===== src/rtl/lock_ctrl_pkg.sv =====
// Shared types, constants and the binary-to-BCD helper for the lock attempt controller.
package lock_ctrl_pkg;

    typedef enum logic {
        NORMAL  = 1'b0,
        LOCKOUT = 1'b1
    } state_t;

    // Largest two-digit BCD value and its binary equivalent.
    localparam logic [7:0] BCD_MAX   = 8'h99;
    localparam int         BIN_CLAMP = 99;

    // Converts a binary value in 0..99 to two BCD digits, tens digit in [7:4].
    function automatic logic [7:0] bin_to_bcd(input logic [6:0] bin);
        return (8'(bin / 7'd10) << 4) | 8'(bin % 7'd10);
    endfunction

endpackage


===== src/rtl/bcd_down_counter.sv =====
// Two-digit BCD down counter with parallel load, decrement enable and zero flag.
// Decrementing is suppressed at 00 so the count never wraps to 99.
module bcd_down_counter
    import lock_ctrl_pkg::*;
(
    input  logic       clock,
    input  logic       reset,
    input  logic       load,
    input  logic [7:0] load_value,
    input  logic       dec_en,
    output logic [7:0] count,
    output logic       zero
);

    logic [1:0][3:0] digit_reg;
    logic [1:0][3:0] digit_next;
    logic [1:0]      borrow;

    assign zero      = (digit_reg == '0);
    assign borrow[0] = dec_en && !zero;

    // Per-digit decrement; a digit at 0 rolls to 9 and borrows from the next digit.
    genvar gi;
    generate
        for (gi = 0; gi < 2; gi++) begin : g_digit
            assign digit_next[gi] = !borrow[gi]            ? digit_reg[gi] :
                                    (digit_reg[gi] == 4'd0) ? 4'd9 :
                                                              digit_reg[gi] - 4'd1;
            if (gi < 1) begin : g_borrow
                assign borrow[gi+1] = borrow[gi] && (digit_reg[gi] == 4'd0);
            end
        end
    endgenerate

    // Count register: load has priority over decrement; oversize loads saturate at 99.
    always_ff @(posedge clock or negedge reset) begin
        if (!reset) begin
            digit_reg <= '0;
        end else if (load) begin
            digit_reg <= (load_value > BCD_MAX) ? BCD_MAX : load_value;
        end else begin
            digit_reg <= digit_next;
        end
    end

    assign count = digit_reg;

endmodule


===== src/rtl/lock_attempt_controller.sv =====
// Forwards key pulses to the lock FSM, counts consecutive failed attempts and
// enforces an escalating timed lockout with a BCD seconds countdown.
module lock_attempt_controller
    import lock_ctrl_pkg::*;
#(
    parameter int CYCLES_PER_SEC = 50000000,
    parameter int LOCKOUT_SECS   = 10,
    parameter int MAX_FAILS      = 3,
    parameter int MAX_ESCALATION = 3
) (
    input  logic       clock,
    input  logic       reset,
    input  logic [3:0] key_in,
    input  logic       fsm_error,
    input  logic       fsm_locked,
    output logic [3:0] key_out,
    output logic       lockout_flag,
    output logic [3:0] fail_count,
    output logic [7:0] lockout_bcd
);

    localparam int PRESC_W = (CYCLES_PER_SEC > 1) ? $clog2(CYCLES_PER_SEC) : 1;
    localparam int LEVEL_W = (MAX_ESCALATION > 0) ? $clog2(MAX_ESCALATION + 1) : 1;
    localparam int DUR_W   = 8 + MAX_ESCALATION;

    localparam logic [PRESC_W-1:0] PRESC_RELOAD = PRESC_W'(CYCLES_PER_SEC - 1);
    localparam logic [LEVEL_W-1:0] LEVEL_MAX    = LEVEL_W'(MAX_ESCALATION);
    localparam logic [3:0]         FAILS_LIMIT  = 4'(MAX_FAILS);

    state_t             state_reg, state_next;
    logic [3:0]         key_out_reg, key_next;
    logic [3:0]         fail_reg, fail_next, fail_inc;
    logic [LEVEL_W-1:0] level_reg, level_next;
    logic [PRESC_W-1:0] presc_reg, presc_next;
    logic               error_d_reg, locked_d_reg;
    logic               key_pass, cnt_load, cnt_dec, cnt_zero;
    logic [7:0]         cnt_value, load_bcd;
    logic [DUR_W-1:0]   shifted_secs;
    logic [6:0]         clamped_secs;
    logic               fail_evt, success_evt;

    assign fail_evt    = fsm_error && !error_d_reg;
    assign success_evt = !fsm_locked && locked_d_reg;
    assign fail_inc    = fail_reg + 4'd1;

    // Lockout length for the current escalation level, clamped to 99 s.
    assign shifted_secs = DUR_W'(LOCKOUT_SECS) << level_reg;
    assign clamped_secs = (shifted_secs > DUR_W'(BIN_CLAMP)) ? 7'(BIN_CLAMP) : shifted_secs[6:0];
    assign load_bcd     = bin_to_bcd(clamped_secs);

    genvar gi;
    generate
        for (gi = 0; gi < 4; gi++) begin : g_key_gate
            assign key_next[gi] = key_in[gi] && key_pass;
        end
    endgenerate

    bcd_down_counter u_countdown (
        .clock      (clock),
        .reset      (reset),
        .load       (cnt_load),
        .load_value (load_bcd),
        .dec_en     (cnt_dec),
        .count      (cnt_value),
        .zero       (cnt_zero)
    );

    // Next-state logic: failure counting in NORMAL, countdown and exit in LOCKOUT.
    always_comb begin
        state_next = state_reg;
        key_pass   = 1'b0;
        fail_next  = fail_reg;
        level_next = level_reg;
        presc_next = presc_reg;
        cnt_load   = 1'b0;
        cnt_dec    = 1'b0;
        case (state_reg)
            NORMAL: begin
                key_pass = 1'b1;
                if (success_evt) begin
                    // A successful unlock outranks a simultaneous failure.
                    fail_next  = 4'd0;
                    level_next = '0;
                end else if (fail_evt) begin
                    if (fail_inc == FAILS_LIMIT) begin
                        state_next = LOCKOUT;
                        fail_next  = 4'd0;
                        cnt_load   = 1'b1;
                        presc_next = PRESC_RELOAD;
                        key_pass   = 1'b0;
                        level_next = (level_reg == LEVEL_MAX) ? level_reg : level_reg + 1'b1;
                    end else begin
                        fail_next = fail_inc;
                    end
                end
            end
            LOCKOUT: begin
                if (success_evt) begin
                    level_next = '0;
                end
                if (cnt_zero) begin
                    // Defensive exit; a loaded count is never zero.
                    state_next = NORMAL;
                    fail_next  = 4'd0;
                end else if (presc_reg == '0) begin
                    presc_next = PRESC_RELOAD;
                    cnt_dec    = 1'b1;
                    if (cnt_value == 8'h01) begin
                        state_next = NORMAL;
                        fail_next  = 4'd0;
                    end
                end else begin
                    presc_next = presc_reg - 1'b1;
                end
            end
            default: begin
                state_next = NORMAL;
            end
        endcase
    end

    // State, counters, gated key register and edge-detect history.
    always_ff @(posedge clock or negedge reset) begin
        if (!reset) begin
            state_reg    <= NORMAL;
            key_out_reg  <= 4'd0;
            fail_reg     <= 4'd0;
            level_reg    <= '0;
            presc_reg    <= '0;
            error_d_reg  <= 1'b0;
            locked_d_reg <= 1'b0;
        end else begin
            state_reg    <= state_next;
            key_out_reg  <= key_next;
            fail_reg     <= fail_next;
            level_reg    <= level_next;
            presc_reg    <= presc_next;
            error_d_reg  <= fsm_error;
            locked_d_reg <= fsm_locked;
        end
    end

    assign key_out      = key_out_reg;
    assign lockout_flag = (state_reg == LOCKOUT);
    assign fail_count   = fail_reg;
    assign lockout_bcd  = (state_reg == LOCKOUT) ? cnt_value : 8'h00;

endmodule


===== config.mk =====
export PLATFORM = sky130hd
export DESIGN_NAME = lock_attempt_controller
export DESIGN_NICKNAME = d
export VERILOG_FILES = /design/src/rtl/lock_ctrl_pkg.sv /design/src/rtl/bcd_down_counter.sv /design/src/rtl/lock_attempt_controller.sv
export SDC_FILE = /design/constraint.sdc
export NUM_CORES = 1
export LEC_CHECK = 0
export ABC_AREA = 1
export CAP_MARGIN = 20
export CORE_ASPECT_RATIO = 0.75
export CORE_MARGIN = 2
export CORE_UTILIZATION = 40
export DETAILED_ROUTE_END_ITERATION = 8
export PLACE_DENSITY_LB_ADDON = 0.2
export SLEW_MARGIN = 20
export SYNTH_ARGS = -nofsm -noshare
export SYNTH_HDL_FRONTEND = slang
export SYNTH_HIERARCHICAL = 1
export SYNTH_SLANG_ARGS = --single-unit
export TNS_END_PERCENT = 50

===== constraint.sdc =====
create_clock -name clock -period 3.6 [get_ports clock]
set_input_delay 0.36 -clock clock [delete_from_list [all_inputs] [get_ports clock]]
set_output_delay 0.36 -clock clock [all_outputs]
set_load 0.005 [all_outputs]

Word-level counts from Yosys, hierarchy flattened
Cells that the tools add are included.
{"block": "word_totals", "reg_bits": 47, "word_cells": 96}
{"block": "classes", "shifts": 1, "n_reduce_logical": 20, "n_bitwise": 2, "muxes": 42, "n_div": 2, "add_sub_neg": 5, "eq_ne": 13, "order_cmp": 2}
{"cell": "$mux W26", "n": 5}
{"cell": "$pmux W26 S2", "n": 1}
{"cell": "$mux W4", "n": 10}
{"cell": "$logic_not A26 Y1", "n": 1}
{"cell": "$sub A26 B1 Y26 const B", "n": 1}
{"cell": "$mux W8", "n": 3}
{"cell": "$mux W1", "n": 14}
{"cell": "$gt A11 B7 Y1 const B", "n": 1}
{"cell": "$shl A4 B2 Y11 const A", "n": 1}
{"cell": "$mux W2", "n": 5}
{"cell": "$ne A3 B3 Y1 const B", "n": 3}
{"cell": "$div A7 B4 Y8 const B", "n": 1}
{"cell": "$eq A8 B1 Y1 const B", "n": 1}
{"cell": "$gt A8 B8 Y1 const B", "n": 1}
{"cell": "$logic_and A1 B1 Y1", "n": 8}
{"cell": "$logic_not A4 Y1", "n": 2}
{"cell": "$logic_not A8 Y1", "n": 1}
{"cell": "$mod A7 B4 Y8 const B", "n": 1}
{"cell": "$ne A2 B2 Y1 const B", "n": 4}
{"cell": "$or A8 B8 Y8", "n": 1}
{"cell": "$pmux W4 S2", "n": 1}
{"cell": "$reduce_and A4 Y1", "n": 2}
{"cell": "$sub A4 B1 Y4 const B", "n": 2}
{"cell": "$mux W7", "n": 1}
{"cell": "other kinds (12)", "n": 16}

Logic depth before layout (Yosys ltp)
{"block": "logic_depth", "ltp_word": 8, "ltp_mapped": 13, "depth_no_buf": 13}

Modules after synthesis
Netlist, hierarchy kept.
{"module": "lock_attempt_controller", "seq_area_each_um2": 975.9, "instances": 1, "area_each_um2": 2690.1, "cells_each": 403}
{"module": "bcd_down_counter", "seq_area_each_um2": 200.2, "instances": 1, "area_each_um2": 606.8, "cells_each": 94}

Least setup slack after synthesis
OpenSTA, ideal clock, no wires.
{"block": "synth_timing", "path_type": "register -> register", "start": "reg presc_reg[0]", "end": "reg u_countdown.digit_reg (netlist bit u_countdown/count[5])", "arrival_ns": 1.812, "required_ns": 3.480, "stages_incl_launch_ff": 12, "n_path_buf": 0, "synth_period_minus_slack_ns": 1.933, "setup_slack_ns": 1.667, "path_cell_list": "dfrtp_1 -> inv_1 -> ha_1 -> nand2_2 -> nor2_8 -> nand3_1 -> nor3_1 -> nand3_2 -> nand2_2 -> inv_2 -> nand2_1 -> nand2_1"}
{"block": "synth_via", "elab_chain_len": 7}
{"item": "from (decl)", "line_no": "lock_attempt_controller.sv:34", "rtl": "logic [PRESC_W-1:0] presc_reg, presc_next;"}
{"item": "from (signal assigned)", "line_no": "lock_attempt_controller.sv:137", "rtl": "presc_reg <= presc_next;"}
{"item": "$logic_not A26 Y1", "line_no": "lock_attempt_controller.sv:105", "rtl": "end else if (presc_reg == '0) begin"}
{"item": "$mux W1", "line_no": "lock_attempt_controller.sv:105"}
{"item": "$mux W1", "line_no": "lock_attempt_controller.sv:101", "rtl": "if (cnt_zero) begin"}
{"item": "$mux W1", "line_no": "lock_attempt_controller.sv:77", "rtl": "case (state_reg)"}
{"item": "named net cnt_dec", "line_no": "lock_attempt_controller.sv:36", "rtl": "logic key_pass, cnt_load, cnt_dec, cnt_zero;"}
{"item": "$logic_and A1 B1 Y1", "line_no": "bcd_down_counter.sv:20", "rtl": "assign borrow[0] = dec_en && !zero;"}
{"item": "$logic_and A1 B1 Y1", "line_no": "bcd_down_counter.sv:30", "rtl": "assign borrow[gi+1] = borrow[gi] && (digit_reg[gi] == 4'd0);"}
{"item": "$reduce_bool A2 Y1 (no line)"}
{"item": "to (signal assigned)", "line_no": "bcd_down_counter.sv:40", "rtl": "digit_reg <= (load_value > BCD_MAX) ? BCD_MAX : load_value;"}
{"item": "to (signal assigned)", "line_no": "bcd_down_counter.sv:42", "rtl": "digit_reg <= digit_next;"}
{"item": "to (decl)", "line_no": "bcd_down_counter.sv:15", "rtl": "logic [1:0][3:0] digit_reg;"}
The timed path passes the listed nets, and every way through them passes these cells.
A chain may end at the register's enable or synchronous reset.

Worst setup path after layout
{"block": "layout_timing", "start": "reg fail_reg[1] (netlist: fail_count[1])", "end": "reg u_countdown.digit_reg (netlist bit u_countdown/count[6])"}
{"block": "layout_via", "elab_chain_len": 7}
{"item": "from (decl)", "line_no": "lock_attempt_controller.sv:32", "rtl": "logic [3:0] fail_reg, fail_next, fail_inc;"}
{"item": "from (signal assigned)", "line_no": "lock_attempt_controller.sv:135", "rtl": "fail_reg <= fail_next;"}
{"item": "$add A4 B1 Y4 (*)", "line_no": "lock_attempt_controller.sv:44", "rtl": "assign fail_inc = fail_reg + 4'd1;"}
{"item": "$eq A4 B2 Y1 (*)", "line_no": "lock_attempt_controller.sv:85", "rtl": "if (fail_inc == FAILS_LIMIT) begin"}
{"item": "$mux W1 (*)", "line_no": "lock_attempt_controller.sv:85"}
{"item": "$mux W1 (*)", "line_no": "lock_attempt_controller.sv:84", "rtl": "end else if (fail_evt) begin"}
{"item": "$mux W1 (*)", "line_no": "lock_attempt_controller.sv:80", "rtl": "if (success_evt) begin"}
{"item": "$mux W1 (*)", "line_no": "lock_attempt_controller.sv:77"}
{"item": "named net cnt_load", "line_no": "lock_attempt_controller.sv:36"}
{"item": "$mux W8 / $reduce_bool A2 Y1 (equally long branches)"}
Mark *: on every way through the listed nets, which the timed path passes. The rest lies on a longest branch.

==> metrics.txt <==
Die Y 82.6 um; share of total power in the clock network 37.8%; most frequent cell after synthesis nand2_1; GRT Util Overall 18.4%; f_max 449 MHz; pre-CTS WS 1280 ps; post-CTS setup buffer count 0; vias per cell 4.67; Placer Congestion 0.875; M1 GR Usage 27.4%; Largest register FFs 26; final worst-path cycle share 61.8%; Fillers 840; Final Routed Wirelength 7530 um; GRT Max-Usage Layer met1; Pwr Density 237 nW/um^2; Post-synth EDFFs 0; LEAKAGE 0.00195 uW; Pre-Repair DR Iteration Count 4; Critical Path Source fail_count[1]$_DFFE_PN0P_; Congestion Overflow GR 0; vias in the first global route 2650; Critical Path AT 2480 ps; power share of the combinational group 2.5%; Switching Fraction 24.2%; Post-DP HPWL 5570 um; Critical Path RT 3860 ps; Hold Crit Class in2async; RSZ-0062 raised after global routing false; CP Capture Type flip-flop; Max H-tree Level 2; top cells by area, synth dfrtp_1, nand2_1, inv_1, nor2_1, nand3_1; Fin Hold WS 52.1 ps; Worst-path clk slew 90 ps; Crit Path Category reg2reg; Synth top cells by count nand2_1, inv_1, nor2_1; Synth cell types 33; post-synthesis sequential area ratio 35.7%; critical path fanouts, max 15; Avg Cell Area, Syn 6.63 um^2; Worst-Margin Slew 612 ps; worst reg2reg path depth 12; RR Endpoint u_countdown/count[6]$_DFFE_PN0P_; Final ANT Viol Nets 0; clk buf depth 2; Slew Viols, Final 0; Yosys reg bits 47; initial core utilization 41.5%; worst skew pair latency 310 ps; worst setup margin 1380 ps; remaining routing DRC violations 0; Rel. slew slack 59.2%; largest net degree at the start of global routing 48; Starting DRT DRC Count 151; Post-Synthesis Cells 497; post-cts sizing count 0; hold buffer count at cts 0; CP startpoint kind flip-flop; fraction of registers with async set/reset 100%; setup_tns 0 ps; GR Layer Usage met3 3.61%; Chip Width 109 um; CTS tree built; worst vdd ir 0.000171 V; total clock sinks 47; Yosys top cell area share 35.7%; diodes inserted 0; IO Pins 25; die area 8990 um^2; clock root cell clkbuf_8; Reg-to-Reg Start fail_count[1]$_DFFE_PN0P_; minimum clock period 2220 ps; setup violators final 0; final clock skew 4.38 ps; core area 7950 um^2; r2r setup slk 1380 ps; via count 2962; status complete, no violations; FP Rows 28; synthesis-to-layout area growth 13.2%; # port buffers 24; Fin. Hold Viols 0; Main synth FF type dfrtp_1; Seq pwr share 59.7%; Final #Nets 544; global-route wire length before repair 12800 um; Synth Cell Area 3300 um^2; Syn. warnings 6; antenna violations before repair 0; max cap viols 0; P_sw 214 uW; WL/cell 11.9 um; share of cells above drive strength 1 8.51%; Pint 672 uW; Yosys top cell by area dfrtp_1; routing usage on met2 27.0%; cts bufs inserted 5
metrics by stage:
| step | utilization [%] | power [uW] | instances | instance area [um^2] |
|---|---|---|---|---|
| after detailed placement | 45.8 | 562 | 626 | 3640 |
| after CTS | 46.9 | 896 | 634 | 3730 |
| after floorplan | - | 544 | 502 | 3320 |
| after global placement | 45.8 | 562 | 626 | 3640 |
| final | 46.9 | 886 | 634 | 3730 |
| after global routing | 46.9 | 918 | 634 | 3730 |
layout by cell type (no fill, tap or decap), drive strengths merged, types with 2 or more instances in the layout:
cell,netlist,routed
a21oi,6,6
buf,5,2
clkbuf,1,5
clkdlybuf4s50,0,23
clkinvlp,0,2
conb,1,6
dfrtp,47,47
ha,8,8
inv,76,76
nand2,190,190
nand3,36,36
nand3b,4,4
nand4,8,8
nor2,74,74
nor3,5,5
o21ai,20,20
or2,2,2
xnor2,2,2
xor2,9,9
power groups by stage:
stage | Combinational, uW | Sequential [uW] | Clock (uW)
after floorplan | 4.27 | 539 | 0
after global placement | 22.8 | 539 | 0
after detailed placement | 22.8 | 539 | 0
after CTS | 22.8 | 529 | 344
after global routing | 26.0 | 529 | 363
final | 22.2 | 529 | 335
how the worst max path moves through the flow:
| stage | endpoint | slack [ps] | depth (start not counted) |
|---|---|---|---|
| 6_report | u_countdown/count[6]$_DFFE_PN0P_ | 1380 | 12 |
| 2_1_floorplan | u_countdown/count[5]$_DFFE_PN0P_ | 1670 | 11 |
| 4_1_cts | u_countdown/count[6]$_DFFE_PN0P_ | 1370 | 12 |
| 3_3_place_gp | u_countdown/count[6]$_DFFE_PN0P_ | 1310 | 10 |
| 3_5_place_dp | u_countdown/count[6]$_DFFE_PN0P_ | 1280 | 10 |
| 5_1_grt | u_countdown/count[5]$_DFFE_PN0P_ | 1180 | 12 |
area by class of cell:
cell class | instances | area [um^2] | share of cell area, %
clock buffer | 5 | 68.8 | 1.84
clock inverter | 3 | 20.0 | 0.537
inverter | 76 | 285 | 7.65
multi-input combinational | 373 | 1800 | 48.4
sequential | 47 | 1180 | 31.5
tap | 105 | 131 | 3.52
timing repair buffer | 25 | 245 | 6.57
cell families after synthesis:
logic type | Yosys count | synth area share, %
buffers and inverters | 82 | 10.2
other | 1 | 0.114
DFF | 47 | 35.7
xor gates and xnor gates | 11 | 2.92
adders and majority gates | 8 | 3.04
and+or+nand+nor | 319 | 42.8
AOI/OAI and AO/OA | 29 | 5.24
critical path: stages, from the launching register on:
cell	delay (ps)
dfrtp_1	460
ha_1	210
inv_1	40
nand2_1	70
nand2_1	60
nor2_2	110
nand3_2	120
nor2_1	340
inv_2	220
or2_4	290
o22ai_2	130
nand2_1	60
nand2_1	50
routing by layer:
| layer | wire, um | vias up | share of wire, % |
|---|---|---|---|
| met1 | 4010 | 1323 | 53 |
| met2 | 3010 | 61 | 40 |
| met3 | 441 | 7 | 5.9 |
| met4 | 67 | 0 | 0.89 |
| met5 | 0 | - | 0 |
| li1 | - | 1571 | - |
No activity file was read; power rests on OpenSTA's default activity.
